<file path="src/rtl/vending_fsm_param_if.sv">
// Vending controller bus: coin/keypad inputs, dispense and change-hopper outputs.
// Latency: n/a (wiring only).
// Backpressure: change_valid/change_ready handshake toward the hopper.
// Ports: master = front end / bench side (drives coin, selection, cancel,
//        change_ready); slave = vending_fsm_param (drives credit, pulses,
//        dispense, change and state).
interface vending_fsm_param_if #(
    parameter int CREDIT_W = 8,
    parameter int SEL_W    = 2
);
    logic                coin_valid;
    logic [CREDIT_W-1:0] coin_val;
    logic                sel_valid;
    logic [SEL_W-1:0]    sel_item;
    logic                cancel;
    logic                change_ready;
    logic [CREDIT_W-1:0] credit;
    logic                coin_reject;
    logic                sel_nack;
    logic                dispense;
    logic [SEL_W-1:0]    dispense_item;
    logic                change_valid;
    logic [CREDIT_W-1:0] change_amt;
    logic [1:0]          state;

    modport master (
        output coin_valid, coin_val, sel_valid, sel_item, cancel, change_ready,
        input  credit, coin_reject, sel_nack, dispense, dispense_item,
               change_valid, change_amt, state
    );

    modport slave (
        input  coin_valid, coin_val, sel_valid, sel_item, cancel, change_ready,
        output credit, coin_reject, sel_nack, dispense, dispense_item,
               change_valid, change_amt, state
    );
endinterface

</file>
<file path="src/rtl/vending_fsm_param.sv">
// Parametrised vending controller: coin credit, price-table vend, change return.
// Latency: accepted selection -> dispense 1 cycle; all outputs registered.
// Backpressure: change_amt held with change_valid until change_ready is sampled.
// Ports: clk, rst_n (async active-low), bus (vending_fsm_param_if.slave).
// Optional build macro VEND_TIMEOUT_EN adds an inactivity refund in CREDIT
// after TIMEOUT_CYCLES quiet cycles; without it credit is held indefinitely.
module vending_fsm_param #(
    parameter int                            NUM_ITEMS      = 4,
    parameter int                            CREDIT_W       = 8,
    parameter logic [NUM_ITEMS*CREDIT_W-1:0] PRICE_LIST     = 32'h140F0A05,
    parameter int                            MAX_CREDIT     = 40,
    parameter int                            SEL_W          = 2,
    parameter int                            TIMEOUT_CYCLES = 1000
) (
    input  logic                clk,
    input  logic                rst_n,
    vending_fsm_param_if.slave  bus
);
    typedef enum logic [1:0] {
        S_IDLE   = 2'd0,
        S_CREDIT = 2'd1,
        S_VEND   = 2'd2,
        S_CHANGE = 2'd3
    } state_t;

    state_t              state_q, state_d;
    logic [CREDIT_W-1:0] credit_q, credit_d;
    logic [CREDIT_W-1:0] change_amt_q, change_amt_d;
    logic [SEL_W-1:0]    dispense_item_q, dispense_item_d;
    logic                coin_reject_q, coin_reject_d;
    logic                sel_nack_q, sel_nack_d;
    logic                dispense_q, dispense_d;
    logic                change_valid_q, change_valid_d;

    // Loop lookup keeps out-of-range indices from slicing past PRICE_LIST.
    function automatic logic [CREDIT_W-1:0] price_of(input logic [SEL_W-1:0] idx);
        price_of = '0;
        for (int i = 0; i < NUM_ITEMS; i++) begin
            if (32'(idx) == 32'(i)) price_of = PRICE_LIST[i*CREDIT_W +: CREDIT_W];
        end
    endfunction

    logic [CREDIT_W:0]   coin_sum;
    logic                coin_denom_ok, coin_ok;
    logic                sel_ok;
    logic [CREDIT_W-1:0] vend_diff;
    logic                tmo_hit;

    assign coin_denom_ok = (bus.coin_val == CREDIT_W'(5)) ||
                           (bus.coin_val == CREDIT_W'(10)) ||
                           (bus.coin_val == CREDIT_W'(20));
    // One extra bit so the cap compare cannot wrap.
    assign coin_sum  = {1'b0, credit_q} + {1'b0, bus.coin_val};
    assign coin_ok   = bus.coin_valid && coin_denom_ok &&
                       (coin_sum <= (CREDIT_W+1)'(MAX_CREDIT));
    assign sel_ok    = bus.sel_valid && (32'(bus.sel_item) < 32'(NUM_ITEMS)) &&
                       (credit_q >= price_of(bus.sel_item));
    // dispense_item_q holds the latched selection for the single VEND cycle.
    assign vend_diff = credit_q - price_of(dispense_item_q);

`ifdef VEND_TIMEOUT_EN
    localparam int TMO_W = $clog2(TIMEOUT_CYCLES + 1);
    logic [TMO_W-1:0] tmo_q, tmo_d;
    logic             activity;

    // A rejected coin is not activity; any selection attempt is.
    assign activity = coin_ok || bus.sel_valid;
    assign tmo_hit  = (state_q == S_CREDIT) && !activity &&
                      (tmo_q == TMO_W'(TIMEOUT_CYCLES - 1));

    always_comb begin
        tmo_d = tmo_q + 1'b1;
        if (state_q != S_CREDIT || activity || tmo_hit) tmo_d = '0;
    end

    always_ff @(posedge clk or negedge rst_n) begin
        if (!rst_n) tmo_q <= '0;
        else        tmo_q <= tmo_d;
    end
`else
    logic unused_tmo;
    assign tmo_hit    = 1'b0;
    assign unused_tmo = ^TIMEOUT_CYCLES;
`endif

    always_comb begin
        state_d         = state_q;
        credit_d        = credit_q;
        change_amt_d    = change_amt_q;
        change_valid_d  = change_valid_q;
        dispense_item_d = '0;
        coin_reject_d   = 1'b0;
        sel_nack_d      = 1'b0;
        dispense_d      = 1'b0;
        case (state_q)
            S_IDLE: begin
                sel_nack_d = bus.sel_valid;
                if (coin_ok) begin
                    credit_d = coin_sum[CREDIT_W-1:0];
                    state_d  = S_CREDIT;
                end else begin
                    coin_reject_d = bus.coin_valid;
                end
            end
            S_CREDIT: begin
                if (bus.cancel || tmo_hit) begin
                    change_amt_d   = credit_q;
                    change_valid_d = 1'b1;
                    credit_d       = '0;
                    coin_reject_d  = bus.coin_valid;
                    state_d        = S_CHANGE;
                end else if (sel_ok) begin
                    dispense_d      = 1'b1;
                    dispense_item_d = bus.sel_item;
                    coin_reject_d   = bus.coin_valid;
                    state_d         = S_VEND;
                end else begin
                    // A refused selection does not block a coin in the same cycle.
                    sel_nack_d = bus.sel_valid;
                    if (coin_ok) credit_d = coin_sum[CREDIT_W-1:0];
                    else         coin_reject_d = bus.coin_valid;
                end
            end
            S_VEND: begin
                credit_d       = '0;
                change_amt_d   = vend_diff;
                change_valid_d = (vend_diff != '0);
                coin_reject_d  = bus.coin_valid;
                state_d        = (vend_diff != '0) ? S_CHANGE : S_IDLE;
            end
            S_CHANGE: begin
                coin_reject_d = bus.coin_valid;
                if (bus.change_ready) begin
                    change_valid_d = 1'b0;
                    change_amt_d   = '0;
                    state_d        = S_IDLE;
                end
            end
            default: state_d = S_IDLE;
        endcase
    end

    always_ff @(posedge clk or negedge rst_n) begin
        if (!rst_n) begin
            state_q         <= S_IDLE;
            credit_q        <= '0;
            change_amt_q    <= '0;
            change_valid_q  <= 1'b0;
            dispense_item_q <= '0;
            coin_reject_q   <= 1'b0;
            sel_nack_q      <= 1'b0;
            dispense_q      <= 1'b0;
        end else begin
            state_q         <= state_d;
            credit_q        <= credit_d;
            change_amt_q    <= change_amt_d;
            change_valid_q  <= change_valid_d;
            dispense_item_q <= dispense_item_d;
            coin_reject_q   <= coin_reject_d;
            sel_nack_q      <= sel_nack_d;
            dispense_q      <= dispense_d;
        end
    end

    assign bus.state         = state_q;
    assign bus.credit        = credit_q;
    assign bus.coin_reject   = coin_reject_q;
    assign bus.sel_nack      = sel_nack_q;
    assign bus.dispense      = dispense_q;
    assign bus.dispense_item = dispense_item_q;
    assign bus.change_valid  = change_valid_q;
    assign bus.change_amt    = change_amt_q;
endmodule
</file>
<file path="src/flat_wrapper.sv">
// flat-port wrapper written by rule: the top's interface ports become plain ports
module vending_fsm_param_flat 
#(
    parameter int                            NUM_ITEMS      = 4,
    parameter int                            CREDIT_W       = 8,
    parameter logic [NUM_ITEMS*CREDIT_W-1:0] PRICE_LIST     = 32'h140F0A05,
    parameter int                            MAX_CREDIT     = 40,
    parameter int                            SEL_W          = 2,
    parameter int                            TIMEOUT_CYCLES = 1000
)
  (clk, rst_n, bus_coin_valid, bus_coin_val, bus_sel_valid, bus_sel_item, bus_cancel, bus_change_ready, bus_credit, bus_coin_reject, bus_sel_nack, bus_dispense, bus_dispense_item, bus_change_valid, bus_change_amt, bus_state);
  vending_fsm_param_if #(.CREDIT_W(CREDIT_W), .SEL_W(SEL_W)) bus_i ();
  input  logic clk;
  input  logic rst_n;
  input wire logic [$bits(bus_i.coin_valid)-1:0] bus_coin_valid;
  input wire logic [$bits(bus_i.coin_val)-1:0] bus_coin_val;
  input wire logic [$bits(bus_i.sel_valid)-1:0] bus_sel_valid;
  input wire logic [$bits(bus_i.sel_item)-1:0] bus_sel_item;
  input wire logic [$bits(bus_i.cancel)-1:0] bus_cancel;
  input wire logic [$bits(bus_i.change_ready)-1:0] bus_change_ready;
  output wire logic [$bits(bus_i.credit)-1:0] bus_credit;
  output wire logic [$bits(bus_i.coin_reject)-1:0] bus_coin_reject;
  output wire logic [$bits(bus_i.sel_nack)-1:0] bus_sel_nack;
  output wire logic [$bits(bus_i.dispense)-1:0] bus_dispense;
  output wire logic [$bits(bus_i.dispense_item)-1:0] bus_dispense_item;
  output wire logic [$bits(bus_i.change_valid)-1:0] bus_change_valid;
  output wire logic [$bits(bus_i.change_amt)-1:0] bus_change_amt;
  output wire logic [$bits(bus_i.state)-1:0] bus_state;
  assign bus_i.coin_valid = bus_coin_valid;
  assign bus_i.coin_val = bus_coin_val;
  assign bus_i.sel_valid = bus_sel_valid;
  assign bus_i.sel_item = bus_sel_item;
  assign bus_i.cancel = bus_cancel;
  assign bus_i.change_ready = bus_change_ready;
  assign bus_credit = bus_i.credit;
  assign bus_coin_reject = bus_i.coin_reject;
  assign bus_sel_nack = bus_i.sel_nack;
  assign bus_dispense = bus_i.dispense;
  assign bus_dispense_item = bus_i.dispense_item;
  assign bus_change_valid = bus_i.change_valid;
  assign bus_change_amt = bus_i.change_amt;
  assign bus_state = bus_i.state;
  vending_fsm_param #(.NUM_ITEMS(NUM_ITEMS), .CREDIT_W(CREDIT_W), .PRICE_LIST(PRICE_LIST), .MAX_CREDIT(MAX_CREDIT), .SEL_W(SEL_W), .TIMEOUT_CYCLES(TIMEOUT_CYCLES)) u_core (.clk(clk), .rst_n(rst_n), .bus(bus_i));
endmodule
</file>
<file path="config.mk">
export PLATFORM = sky130hd
export DESIGN_NAME = vending_fsm_param_flat
export DESIGN_NICKNAME = d
export VERILOG_FILES = /design/src/rtl/vending_fsm_param_if.sv /design/src/rtl/vending_fsm_param.sv /design/src/flat_wrapper.sv
export SDC_FILE = /design/constraint.sdc
export NUM_CORES = 1
export LEC_CHECK = 0
export BUFFER_PORTS_ARGS = -buffer_cell sky130_fd_sc_hd__buf_2
export CORE_MARGIN = 1
export CORE_UTILIZATION = 55
export CTS_CLUSTER_SIZE = 8
export DETAILED_ROUTE_END_ITERATION = 12
export PLACE_DENSITY_LB_ADDON = 0.25
export SLEW_MARGIN = 20
export SYNTH_ARGS = -nofsm -noshare
export SYNTH_HDL_FRONTEND = slang
export SYNTH_SLANG_ARGS = --single-unit
export TNS_END_PERCENT = 20
</file>
<file path="constraint.sdc">
create_clock -name clk -period 2.8 [get_ports clk]
set_input_delay 0.42 -clock clk [delete_from_list [all_inputs] [get_ports clk]]
set_output_delay 0.42 -clock clk [all_outputs]
set_load 0.005 [all_outputs]
</file>
==> results.md <==
* Fill count at 276
* CP Max Fanout at 4
* Max Fclk at 378 MHz
* Ratio of cells with drive above 1 in the final layout at 0.233
* Avg Inst Size Synth at 8.89 um^2
* Initial antenna violation count at 0
* CTS root buffer: clkbuf_8
* Vias/cell at 5.63
* Io pins at 40
* Yosys reg bits at 24
* CP Capture Type: register
* Reg clk slew, reported paths at 90 ps
* Status: completed
* Placer congestion estimate at 0.952
* Place WS at 7.88 ps
* Area of the mapped netlist at 2030 um^2
* First-pass GRT wire length at 7570 um
* Worst Hold Class: in -> async
* Post-synth EDFFs at 0
* Vias in the first global route at 1760
* Final hold slack at 113 ps
* Clock buffer depth at 2
* Num rows at 21
* CTS tree: built
* Setup Viol. Count Final at 0
* Syn-to-layout area delta at 19.3%
* Minimum clock period at 2640 ps
* Syn Nets at 274
* Inst Count DP at 316
* Ys flop type: dfrtp_1
* Wire per inst at 13.9 um
* Worst flop-to-flop path startpoint: u_core.bus.dispense_item[0]
* Final net count at 322
* GRT Resource Usage Total at 0.245
* Post-synthesis sequential area ratio at 0.296
* Peak supply drop at 0.000315 V
* Post-synthesis cell count at 228
* Wirelength, routed at 4470 um
* Total power at 1.53 mW
* Port buffer count at 39
* Final cell count without fillers at 321
* Die area at 3930 um^2
* Crit path kind: reg -> reg
* Via count at 1808
* Sequential cell area at 601 um^2
* Dpl hpwl at 3590 um
* Data arrival, critical path at 2780 ps
* Final Hold Fails at 0
* Initial Utilization at 0.589
* WP data required at 2940 ps
* CTS Buf Count at 3
* First DRT Iteration DRCs at 70
* Reg-to-reg setup timing slack at 160 ps
* Fin crit share at 0.944
* Global route total overflow at 0
* Ranking of synthesized cells by area: dfrtp_1 30%, ha_1 17%, a21oi_1 6.2%
* Setup_tns at 0 ps
* Total core area at 3440 um^2
* Reg2reg path depth at 9
* Max cap viols at 0
* Die Span Y at 62.7 um
* CTS Sinks at 24
* Reg2reg end: u_core.bus.state[1]
* Area of the multi-input gates at 1350 um^2
* Ant diodes at 0
* First-pass DRT Iterations at 4
* Worst slew pin tran at 534 ps
* Yosys top cell area share at 0.296
* Static Leakage at 1.28 nW
* Post-synthesis cell type count at 52
* DRT antenna net count at 0
* Largest net degree at the start of global routing at 25
* RSZ-0062 raised after global routing: no
* Power per cell area at 633 nW/um^2
* Worst skew pair latency at 270 ps
* DR DRC count at 0
* Worst Setup Start Kind: register
* Slew Limit Fails at 0
* Fraction of registers with async set/reset at 1.00
* H-Tree Depth at 1
* Area leader, netlist: dfrtp_1
* Final worst slack at 157 ps
* Chip width at 62.7 um
* Headroom to the max-slew limit at 0.635
* Yosys warns at 0
* Skew final at 4.75 ps
registers in the layout, indices dropped and copies added, names as in the netlist:
| name | cells |
|---|---|
| u_core.bus.dispense_item | 2 |
| u_core.bus.dispense | 1 |
| u_core.bus.change_amt | 8 |
| u_core.bus.sel_nack | 1 |
| u_core.bus.coin_reject | 1 |
| u_core.bus.change_valid | 1 |
| u_core.bus.state | 2 |
| u_core.bus.credit | 8 |
final cells by class:
class / count / share of cell area
clock inverter: 1 / 0.0124
timing repair buffer: 47 / 0.111
sequential: 24 / 0.248
inverter: 19 / 0.0295
clock buffer: 3 / 0.0171
multi-input combinational: 181 / 0.558
tap: 46 / 0.0238
worst max-delay path by stage:
stage	from	end	slack (ps)	cells after the start
after CTS	u_core.bus.dispense_item[0]	u_core.bus.state[1]	110	9
after global placement	bus_coin_val[0]	u_core.bus.credit[6]	100	11
final	u_core.bus.dispense_item[0]	u_core.bus.state[1]	160	9
after detailed placement	bus_coin_val[0]	u_core.bus.credit[7]	8	11
after floorplan	u_core.bus.credit[1]	u_core.bus.credit[6]	320	9
after global routing	u_core.bus.credit[1]	u_core.bus.credit[1]	1	10
cell usage after synthesis (2+ instances only):
| library cell | number |
|---|---|
| nor2_1 | 19 |
| nor2b_1 | 5 |
| o21ai_0 | 4 |
| nor3b_1 | 2 |
| a211o_1 | 2 |
| o21a_1 | 2 |
| and2_1 | 2 |
| inv_1 | 19 |
| a211oi_1 | 2 |
| a31oi_1 | 3 |
| o21ai_1 | 4 |
| nor3_1 | 6 |
| ha_1 | 28 |
| a21o_1 | 6 |
| xnor2_1 | 4 |
| fa_1 | 2 |
| mux2i_1 | 3 |
| xor2_1 | 5 |
| nand2b_1 | 3 |
| nand2_1 | 14 |
| clkbuf_1 | 4 |
| nand3_1 | 8 |
| dfrtp_1 | 24 |
| a21oi_1 | 25 |
| and3_1 | 5 |
through the flow:
step / instance area, um^2 / util
finish: 2420 / 0.702
global route: 2420 / 0.702
detailed placement: 2320 / 0.673
floorplan: 2030 / -
CTS: 2390 / 0.694
global placement: 2320 / 0.673
critical path, stage by stage (launching register included):
cell and delay [ps]:
dfrtp_1 410, ha_1 370, fa_1 440, a211oi_1 250
nor2_1 120, a211o_1 340, xor2_1 140, nand3_1 110
o21ai_2 200, a41oi_1 130
report_power, final:
group	switching, mW	total (mW)	internal [mW]
combinational	0.432	0.733	0.300
sequential	0.0574	0.496	0.439
clock	0.111	0.302	0.191
per-layer routing:
layer	global-route usage	up-vias	wire length [um]
met2	0.421	43	2170
li1	-	905	-
met1	0.303	846	2040
met3	0.0237	14	123
met4	0.125	0	133
met5	0	-	0
kinds of logic after synthesis:
family | share of synthesized area
and+or+nand+nor | 0.201
AOI/OAI and AO/OA | 0.201
adders and majority gates | 0.193
DFF | 0.296
buffers and inverters | 0.0426
xor gates and xnor gates | 0.0469
muxes | 0.0204
cell usage in the layout, fill, tap and decap left out, types with 3 or more instances in the layout:
| cell type | instances |
|---|---|
| ha_1 | 28 |
| xor2_1 | 5 |
| clkbuf_8 | 3 |
| a31oi_1 | 3 |
| buf_4 | 7 |
| o21ai_0 | 4 |
| a21oi_1 | 25 |
| nand2b_1 | 3 |
| a21o_1 | 6 |
| nor2_1 | 19 |
| o21ai_1 | 3 |
| nand3_1 | 7 |
| inv_1 | 19 |
| dfrtp_1 | 24 |
| buf_2 | 39 |
| mux2i_1 | 3 |
| xnor2_1 | 4 |
| nand2_1 | 14 |
| and3_1 | 5 |
| nor2b_1 | 5 |
| nor3_1 | 6 |
repair_timing:
action | CTS | global route
setup buffers | 0 | 1
resized for setup | 0 | 2
setup endpoints to repair | 0 | 8
hold buffers | 0 | 0
Note: power is estimated with default switching activity, not from simulation.
